`src/rtl/scalar_operand_collector.sv`:
```
// Scalar operand collector: accepts an rs1/rs2 read request, drives the
// register file read ports, waits out its one-cycle registered read, applies
// write-back forwarding and presents both operands with a valid/ready handshake.
module scalar_operand_collector #(
  parameter int DATA_WIDTH = 32,
  parameter int TAG_WIDTH  = 4
) (
  input  logic                  clk,
  input  logic                  reset,
  input  logic                  req_valid,
  output logic                  req_ready,
  input  logic [4:0]            req_rs1_addr,
  input  logic [4:0]            req_rs2_addr,
  input  logic [TAG_WIDTH-1:0]  req_tag,
  output logic [4:0]            rf_rs1_addr,
  output logic [4:0]            rf_rs2_addr,
  input  logic [DATA_WIDTH-1:0] rf_rs1_data,
  input  logic [DATA_WIDTH-1:0] rf_rs2_data,
  input  logic                  wb_valid,
  input  logic [4:0]            wb_addr,
  input  logic [DATA_WIDTH-1:0] wb_data,
  output logic                  out_valid,
  input  logic                  out_ready,
  output logic [DATA_WIDTH-1:0] out_rs1,
  output logic [DATA_WIDTH-1:0] out_rs2,
  output logic [TAG_WIDTH-1:0]  out_tag
);

  // IDLE: waiting for a request; WAIT: register file samples addresses;
  // CAPT: read data available, operands captured; HOLD: presenting operands.
  typedef enum logic [1:0] {IDLE, WAIT, CAPT, HOLD} state_t;

  state_t                  state, state_next;
  logic                    accept;
  logic [TAG_WIDTH-1:0]    tag_q;
  logic                    fwd1, fwd2;
  logic [DATA_WIDTH-1:0]   fwd_data1, fwd_data2;
  logic [DATA_WIDTH-1:0]   op1_next, op2_next;

  assign req_ready = (state == IDLE);
  assign accept    = req_valid & req_ready;

  // Operand select at capture: x0 is hardwired zero, then youngest write wins
  // (commit at this edge, then commit snooped one edge earlier, then file data).
  function automatic logic [DATA_WIDTH-1:0] select_operand(
    input logic [4:0]            rs,
    input logic                  fwd,
    input logic [DATA_WIDTH-1:0] fwd_data,
    input logic [DATA_WIDTH-1:0] rf_data,
    input logic                  wb_hit_valid,
    input logic [4:0]            wb_hit_addr,
    input logic [DATA_WIDTH-1:0] wb_hit_data
  );
    if (rs == 5'd0)                                return '0;
    else if (wb_hit_valid && wb_hit_addr == rs)    return wb_hit_data;
    else if (fwd)                                  return fwd_data;
    else                                           return rf_data;
  endfunction

  // State register.
  always_ff @(posedge clk) begin
    // NOTE: sequential state always uses non-blocking assignments so every
    // register samples pre-edge values regardless of statement order.
    if (reset) state <= IDLE;
    else       state <= state_next;
  end

  // Next-state logic.
  always_comb begin
    // NOTE: default assigned first so no path leaves state_next unassigned,
    // which would otherwise infer a latch.
    state_next = state;
    unique case (state)
      IDLE: if (accept)    state_next = WAIT;
      WAIT:                state_next = CAPT;
      CAPT:                state_next = HOLD;
      HOLD: if (out_ready) state_next = IDLE;
      default:             state_next = IDLE;
    endcase
  end

  // Capture-time operand values with forwarding applied.
  always_comb begin
    op1_next = select_operand(rf_rs1_addr, fwd1, fwd_data1, rf_rs1_data,
                              wb_valid, wb_addr, wb_data);
    op2_next = select_operand(rf_rs2_addr, fwd2, fwd_data2, rf_rs2_data,
                              wb_valid, wb_addr, wb_data);
  end

  // Control and output registers: request latch, forward flags, handshake.
  always_ff @(posedge clk) begin
    if (reset) begin
      rf_rs1_addr <= '0;
      rf_rs2_addr <= '0;
      tag_q       <= '0;
      fwd1        <= 1'b0;
      fwd2        <= 1'b0;
      out_valid   <= 1'b0;
      out_rs1     <= '0;
      out_rs2     <= '0;
      out_tag     <= '0;
    end else begin
      if (accept) begin
        rf_rs1_addr <= req_rs1_addr;
        rf_rs2_addr <= req_rs2_addr;
        tag_q       <= req_tag;
        fwd1        <= 1'b0;
        fwd2        <= 1'b0;
      end
      if (state == WAIT) begin
        // The file samples its addresses at this edge and misses this commit.
        if (wb_valid && wb_addr == rf_rs1_addr && rf_rs1_addr != 5'd0) fwd1 <= 1'b1;
        if (wb_valid && wb_addr == rf_rs2_addr && rf_rs2_addr != 5'd0) fwd2 <= 1'b1;
      end
      if (state == CAPT) begin
        out_rs1   <= op1_next;
        out_rs2   <= op2_next;
        out_tag   <= tag_q;
        out_valid <= 1'b1;
      end
      if (state == HOLD && out_ready) out_valid <= 1'b0;
    end
  end

  // Forward data payload, only meaningful while its flag is set.
  always_ff @(posedge clk) begin
    // NOTE: no reset here on purpose; the payload is qualified by fwd1/fwd2,
    // which are reset, so clearing it would only add reset fan-out.
    if (state == WAIT && wb_valid) begin
      if (wb_addr == rf_rs1_addr) fwd_data1 <= wb_data;
      if (wb_addr == rf_rs2_addr) fwd_data2 <= wb_data;
    end
  end

endmodule

```
`config.mk`:
```
export PLATFORM = sky130hd
export DESIGN_NAME = scalar_operand_collector
export DESIGN_NICKNAME = d
export VERILOG_FILES = /design/src/rtl/scalar_operand_collector.sv
export SDC_FILE = /design/constraint.sdc
export NUM_CORES = 1
export LEC_CHECK = 0
export CELL_PAD_IN_SITES_DETAIL_PLACEMENT = 1
export CELL_PAD_IN_SITES_GLOBAL_PLACEMENT = 2
export CORE_MARGIN = 4
export CORE_UTILIZATION = 30
export CTS_CLUSTER_SIZE = 12
export DETAILED_ROUTE_END_ITERATION = 8
export GPL_ROUTABILITY_DRIVEN = 0
export PLACE_DENSITY = 0.81
export SETUP_SLACK_MARGIN = 0.2
export SYNTH_ARGS = -nofsm -noshare
export SYNTH_HDL_FRONTEND = slang
export SYNTH_SLANG_ARGS = --single-unit
export TNS_END_PERCENT = 10
```
`constraint.sdc`:
```
create_clock -name clk -period 10.4 [get_ports clk]
set_input_delay 1.04 -clock clk [delete_from_list [all_inputs] [get_ports clk]]
set_output_delay 1.04 -clock clk [all_outputs]
set_load 0.1 [all_outputs]
```
==> reports/metrics.cfg <==
[global_route]
grt_pass1_vias = 5737
grt_max_degree = 67
antenna_found_initial = 0
gr-total-overflow = 0
grt_use_total = 0.1720
grt_pass1_wl_mm = 32.86

[clocking]
clk_pin_slew_ps = 60
root_buffer = clkbuf_16
cts_tree = yes
ctsResizeCount = 0
cts.sinks = 151
cts_buffers = 17
h-tree-depth = 4
post_cts_buffers = 0
clock_latency_ps = 410
cts_hold_buf = 0
clockBufferDepth = 2

[synth]
syn_area_um2 = 6504
ys_ff_latch = 151
syn_nets = 687
synth_area_per_cell_um2 = 11.57
syn_inst = 562
yosysSeqAreaShare = 0.5633
yosys.cell_types.count = 24
yosys_warnings = 0

[worst_setup_path]
worstPathCellList = clkdlybuf4s50_1 -> xnor2_1 -> nand3_2 -> nor3_2 -> buf_4
cpPeakStageDelay_ps = 910
cp_top_family = simple AND/OR/NAND/NOR gates
crit_arrival_ps = 3560
r2r_start = rf_rs1_addr[0]$_SDFFE_PP0P_
critPathKind = input port to register
cp.required_ps = 10450
startpoint = wb_addr[0]
startpoint_type = input port
reg2reg_slack_ps = 7620
crit_fanout = 66
timing.rr.end = fwd_data1[19]$_DFFE_PP_
cp-end-kind = register
cp_slowest_cell = nand3_2
worstRegToRegCells = 4
critPathBufInv = 2

[detailed_routing]
routed_wl_mm = 20.88
drt_iter0_markers = 262
vias = 5235
ant_nets = 0
wl_per_cell_um = 20.49
dr.pass1.iters = 6
avgViaCountPerCell = 5.137
drc = 0

[power]
p_leak_nw = 2.856
ir_drop_v = 0.0001702
power.density_nw_per_um2 = 204.1

[final_layout]
antenna_cells = 0
fin_util = 0.4353
layout-drive-gt1-share = 0.06183
fin_nets = 856
final_cell_mix = clkdlybuf4s50_1, dfxtp_1, mux2i_1
mostFrequentLayoutCell = clkdlybuf4s50_1
syn_to_final_growth_pct = 41.57
nFillCells = 2217

[worst_hold_path]
hold_path_depth = 2
min_to = tag_q[0]$_SDFFE_PP0P_
min-delay-start = tag_q[0]$_SDFFE_PP0P_
hold_class = register to register

[sta]
hold_violations = 0
setup_viol = 0
skew_ps = 7.302
tightest_slew_ps = 1223
relSlewSlack = 0.1847
grt_setup_unrepaired = false
drv_slew = 0
fmax_ghz = 0.2851
min_period_ps = 3507
period_share = 0.3372
finalSetupTns_ps = 0

[floorplan]
die_x_um = 155.2
fp.dieH_um = 155.2
io_pins = 200
row_count = 53
core_um2 = 21150
die_area_um2 = 24100
start_util = 0.3074

[status]
outcome = complete, no violations

[run]
maxCapViolCount = 0

[place]
io_buffers = 199
hpwl_mm = 13.64

synthesized netlist by cell type, drive strengths merged:
library cell	instances	area share
nor2	11	0.0063
and2	1	0.00096
o21ai	64	0.049
nand3	2	0.0015
o22ai	1	0.00096
xor2	4	0.0054
ha	5	0.0096
or3b	2	0.0027
or4	4	0.0046
or2	2	0.0019
a21oi	16	0.012
clkbuf	46	0.027
a211oi	2	0.0023
a32o	64	0.098
nand2b	1	0.00096
inv	4	0.0023
dfxtp	87	0.27
edfxtp	64	0.30
or3	64	0.062
nor3	3	0.0023
mux2i	69	0.11
xnor2	6	0.0081
nand2	32	0.018
buf	8	0.014
metal layers:
layer | vias up | wire length [µm] | share of wire | global-route usage
li1 | 2493 | - | - | -
met1 | 2585 | 9028 | 0.43 | 0.2126
met2 | 142 | 10300 | 0.49 | 0.2920
met3 | 15 | 1331 | 0.064 | 0.05313
met4 | 0 | 215 | 0.010 | 0.04669
met5 | - | 0 | 0 | 0
layout make-up:
class                      instances  area (µm²)  area share
sequential                       151        3666      0.3982
inverter                           4       15.01    0.001631
clock inverter                    13       105.1     0.01141
timing repair buffer             204        2029      0.2204
tap                              275       344.1     0.03737
clock buffer                      19       442.9     0.04810
multi-input combinational        353        2605      0.2829
worst min-delay path, delay by kind of cell, from the launching register on:
family | cells | cell delay [ps]
AO/OA/AOI/OAI | 1 | 50
flip-flops | 1 | 310
AND/OR/NAND/NOR | 1 | 50
report_power, final:
part / internal [W] / switching (W) / leakage [nW]
Sequential: 0.000662 / 0.0000308 / 1.28
Clock: 0.000334 / 0.000246 / 0.270
Combinational: 0.000164 / 0.000443 / 1.30
Total: 0.00116 / 0.000721 / 2.86
worst max-delay path by stage:
stage | to | cells after the start
CTS | fwd_data1[21]$_DFFE_PP_ | 5
detailed placement | fwd_data1[22]$_DFFE_PP_ | 5
global route | fwd_data1[19]$_DFFE_PP_ | 5
floorplan | fwd_data2[0]$_DFFE_PP_ | 5
finish | fwd_data1[19]$_DFFE_PP_ | 5
global placement | fwd_data1[20]$_DFFE_PP_ | 5
kinds of logic after synthesis:
family | after synthesis | synth area share
flops | 151 | 0.5633
compound gates | 147 | 0.1633
fa+ha+maj | 5 | 0.009619
mux | 69 | 0.1062
buf+inv | 58 | 0.04271
xor+xnor | 10 | 0.01347
simple gates | 122 | 0.1014
through the flow:
| stage | hold WS [ps] | setup slack (ps) | instance area [µm²] | std cells | power, W |
|---|---|---|---|---|---|
| after floorplan | 436.0 | 6026 | 6504 | 562 | 0.001129 |
| after global placement | 446.3 | 6557 | 8660 | 987 | 0.001303 |
| after detailed placement | 454.3 | 6421 | 8660 | 987 | 0.001315 |
| after CTS | 463.3 | 6884 | 9208 | 1019 | 0.001898 |
| after global routing | 476.5 | 6676 | 9208 | 1019 | 0.001958 |
| final | 458.1 | 6893 | 9208 | 1019 | 0.001880 |
registers in the layout (all words and copies together), names as in the netlist:
register     count
fwd2             1
out_rs1         32
rf_rs2_addr      5
out_rs2         32
fwd_data2       32
state            2
tag_q            4
out_tag          4
out_valid        1
rf_rs1_addr      5
fwd1             1
fwd_data1       32
(Power assumes the default switching activity.)
==> variant (same flow settings) <==
Encoding of `state_t`: now one-hot (4 bits for 4 states).
--- a/src/rtl/scalar_operand_collector.sv
+++ b/src/rtl/scalar_operand_collector.sv
@@ -29,5 +29,5 @@
   // IDLE: waiting for a request; WAIT: register file samples addresses;
   // CAPT: read data available, operands captured; HOLD: presenting operands.
-  typedef enum logic [1:0] {IDLE, WAIT, CAPT, HOLD} state_t;
+  typedef enum logic [3:0] {IDLE = 4'b0001, WAIT = 4'b0010, CAPT = 4'b0100, HOLD = 4'b1000} state_t;
 
   state_t                  state, state_next;
Check against the original RTL: same outputs for any inputs over 10 cycles, from zero or initial values and one cycle with reset high; not proved beyond that.
==> variant against the original RTL <==
- wire length increased by 1.1%
- sequential cell count increased by 2
- global-route usage grew 0.089 points
- synthesized cell count up 0.89%
- die area is 0.47% higher
- register-to-register slack improved by 0.19 ns
- setup slack improved by 0.077 ns
- design area grew 1.7%
- area after synthesis up 0.50%
Power is not compared: it rests on default switching activity, and its combinational part moved more than twofold at a synthesized area within 25%.
==> variant: results (changes against the original RTL) <==
** Drt
- The amount of wire on met3 after detailed routing is 1490 um (+12%).
- The detailed-routing iteration count for the pre-antenna-repair pass was 4 (-2).
- The vias after detailed routing is 5,310 (+1.4%).
- The overall routed net length was 21,100 um (+1.1%).
- The total length of routed met2 wires is 10,300 um (about the same).
- Number of design-rule violations left by the first detailed-router iteration :: 310 (+18%)
- The met1 wire length was 9170 um (+1.6%).

** Synthesis
- The unique cell type count in the Yosys netlist came to 39 (+63%).
- Sorting the synthesized cells by how often they occur yields dfxtp_1 (89), mux2i_1 (65), edfxtp_1 (64).
- Leading cell types by total area after synthesis :: edfxtp_1 (29%), dfxtp_1 (27%), mux2i_1 (10%)
- Seq/Total Area, Yosys :: 0.567 (+0.00332)
- Avg Cell Area, Syn :: 11.5 um^2 (-0.39%)

** Critical path
- The largest individual stage delay along the critical path comes from the cell clkdlybuf4s50_1.
- Largest stage delay, worst path :: 1.22 ns (+0.31 ns)
- The largest fanout on the critical path came to 5 (-92%).
- Critical Path AT :: 2.39 ns (-1.17 ns)

** Final layout
- The post-layout instance count excluding filler cells is 1,027 (+0.79%).
- The filler cell count was 2,228 (+0.50%).
- Number of nets in the final layout :: 859 (+0.35%)
- The layout cell share with drive strength beyond 1 is 0.0731 (+0.0113).

** CTS
- Number of CTS-inserted buffers :: 17 (unchanged)
- The clock sink count was 153 (+1.3%).
- Cell at the root of the clock tree :: clkbuf_16
- The clock-pin slew of the registers on the worst-case setup and hold paths is 0.06 ns (about the same).
- The setup fix buffers added after clock tree synthesis came to 0 (unchanged).

** Global route
- Number of global-route vias before repair :: 5,792 (+0.96%)
- Global-route wire length before repair :: 32,800 um (-0.31%)
- The global-route usage over all layers came to 0.173 (+0.000890).
- Maximum number of pins on one net before global-route repair :: 66 (-1.5%)
- The met2 track demand over resource in global routing came to 0.292 (+0.000385).
- Number of antenna violations at the first check in global routing :: 0 (unchanged)
- The met3 capacity usage during global routing came to 0.0524 (-0.000702).
- Met1 Usage GRT :: 0.219 (+0.00660)

** STA
- Slew at the pin closest to its max-slew limit :: 1.13 ns (-0.0950 ns)
- The final setup skew was 0.00815 ns (+0.000852 ns).
- Setup violation total in the final timing report :: 0 (unchanged)

** Place
- The cell area reported after detailed placement was 0.00872 mm^2 (+0.69%).
- The post-DP HPWL is 14,400 um (+5.7%).

** Status
- The run finished with clean final reports.
## variant: cell count changes after synthesis, sizes merged, moves of 4 or more
cell,delta
buf,+12
xnor2,+4
nor2,+5
xor2,-4
clkbuf,-13
mux2i,-4
ha,-5
## variant: layout make-up
cell class                 instances  share of cell area
clock buffer                      17              0.0454
multi-input combinational        357               0.279
tap                              275              0.0367
inverter                           4             0.00160
timing repair buffer             206               0.218
sequential                       153               0.396
clock inverter                    15              0.0238
## variant: logic make-up after synthesis
logic type / Yosys count / synth area share
compound gates: 149 / 0.165
xor+xnor: 10 / 0.0134
buf+inv: 57 / 0.0398
flops: 153 / 0.567
mux: 65 / 0.0995
simple gates: 133 / 0.115
## variant: metrics by stage
stage / power (mW) / utilization / hold slack (ns) / worst slack, ns
after CTS: 1.50 / 0.441 / 0.464 / 6.94
final: 1.48 / 0.441 / 0.459 / 6.97
after floorplan: 0.736 / - / 0.436 / 6.06
after global routing: 1.54 / 0.441 / 0.476 / 6.87
after global placement: 0.811 / 0.411 / 0.442 / 6.77
after detailed placement: 0.816 / 0.411 / 0.454 / 6.61
## variant: critical path, delay by kind of cell (launching register included)
kind | cells | cell delay, ns
and+or+nand+nor | 1 | 0.39
buffers and inverters | 1 | 1.22
DFF | 1 | 0.36
## variant: report_power, final
group          internal (mW)  leakage (nW)  total, mW  switching (mW)
Combinational         0.0670          1.31      0.165          0.0983
Clock                  0.427         0.305      0.682           0.254
Sequential             0.630          1.30      0.637         0.00631
## variant: final timing paths
path                  start             to  slack, ns
max                state[3]      req_ready       6.97
max reg2reg  rf_rs1_addr[0]  fwd_data1[12]       7.81
min                tag_q[3]       tag_q[3]       0.46
min reg2reg        tag_q[3]       tag_q[3]       0.46
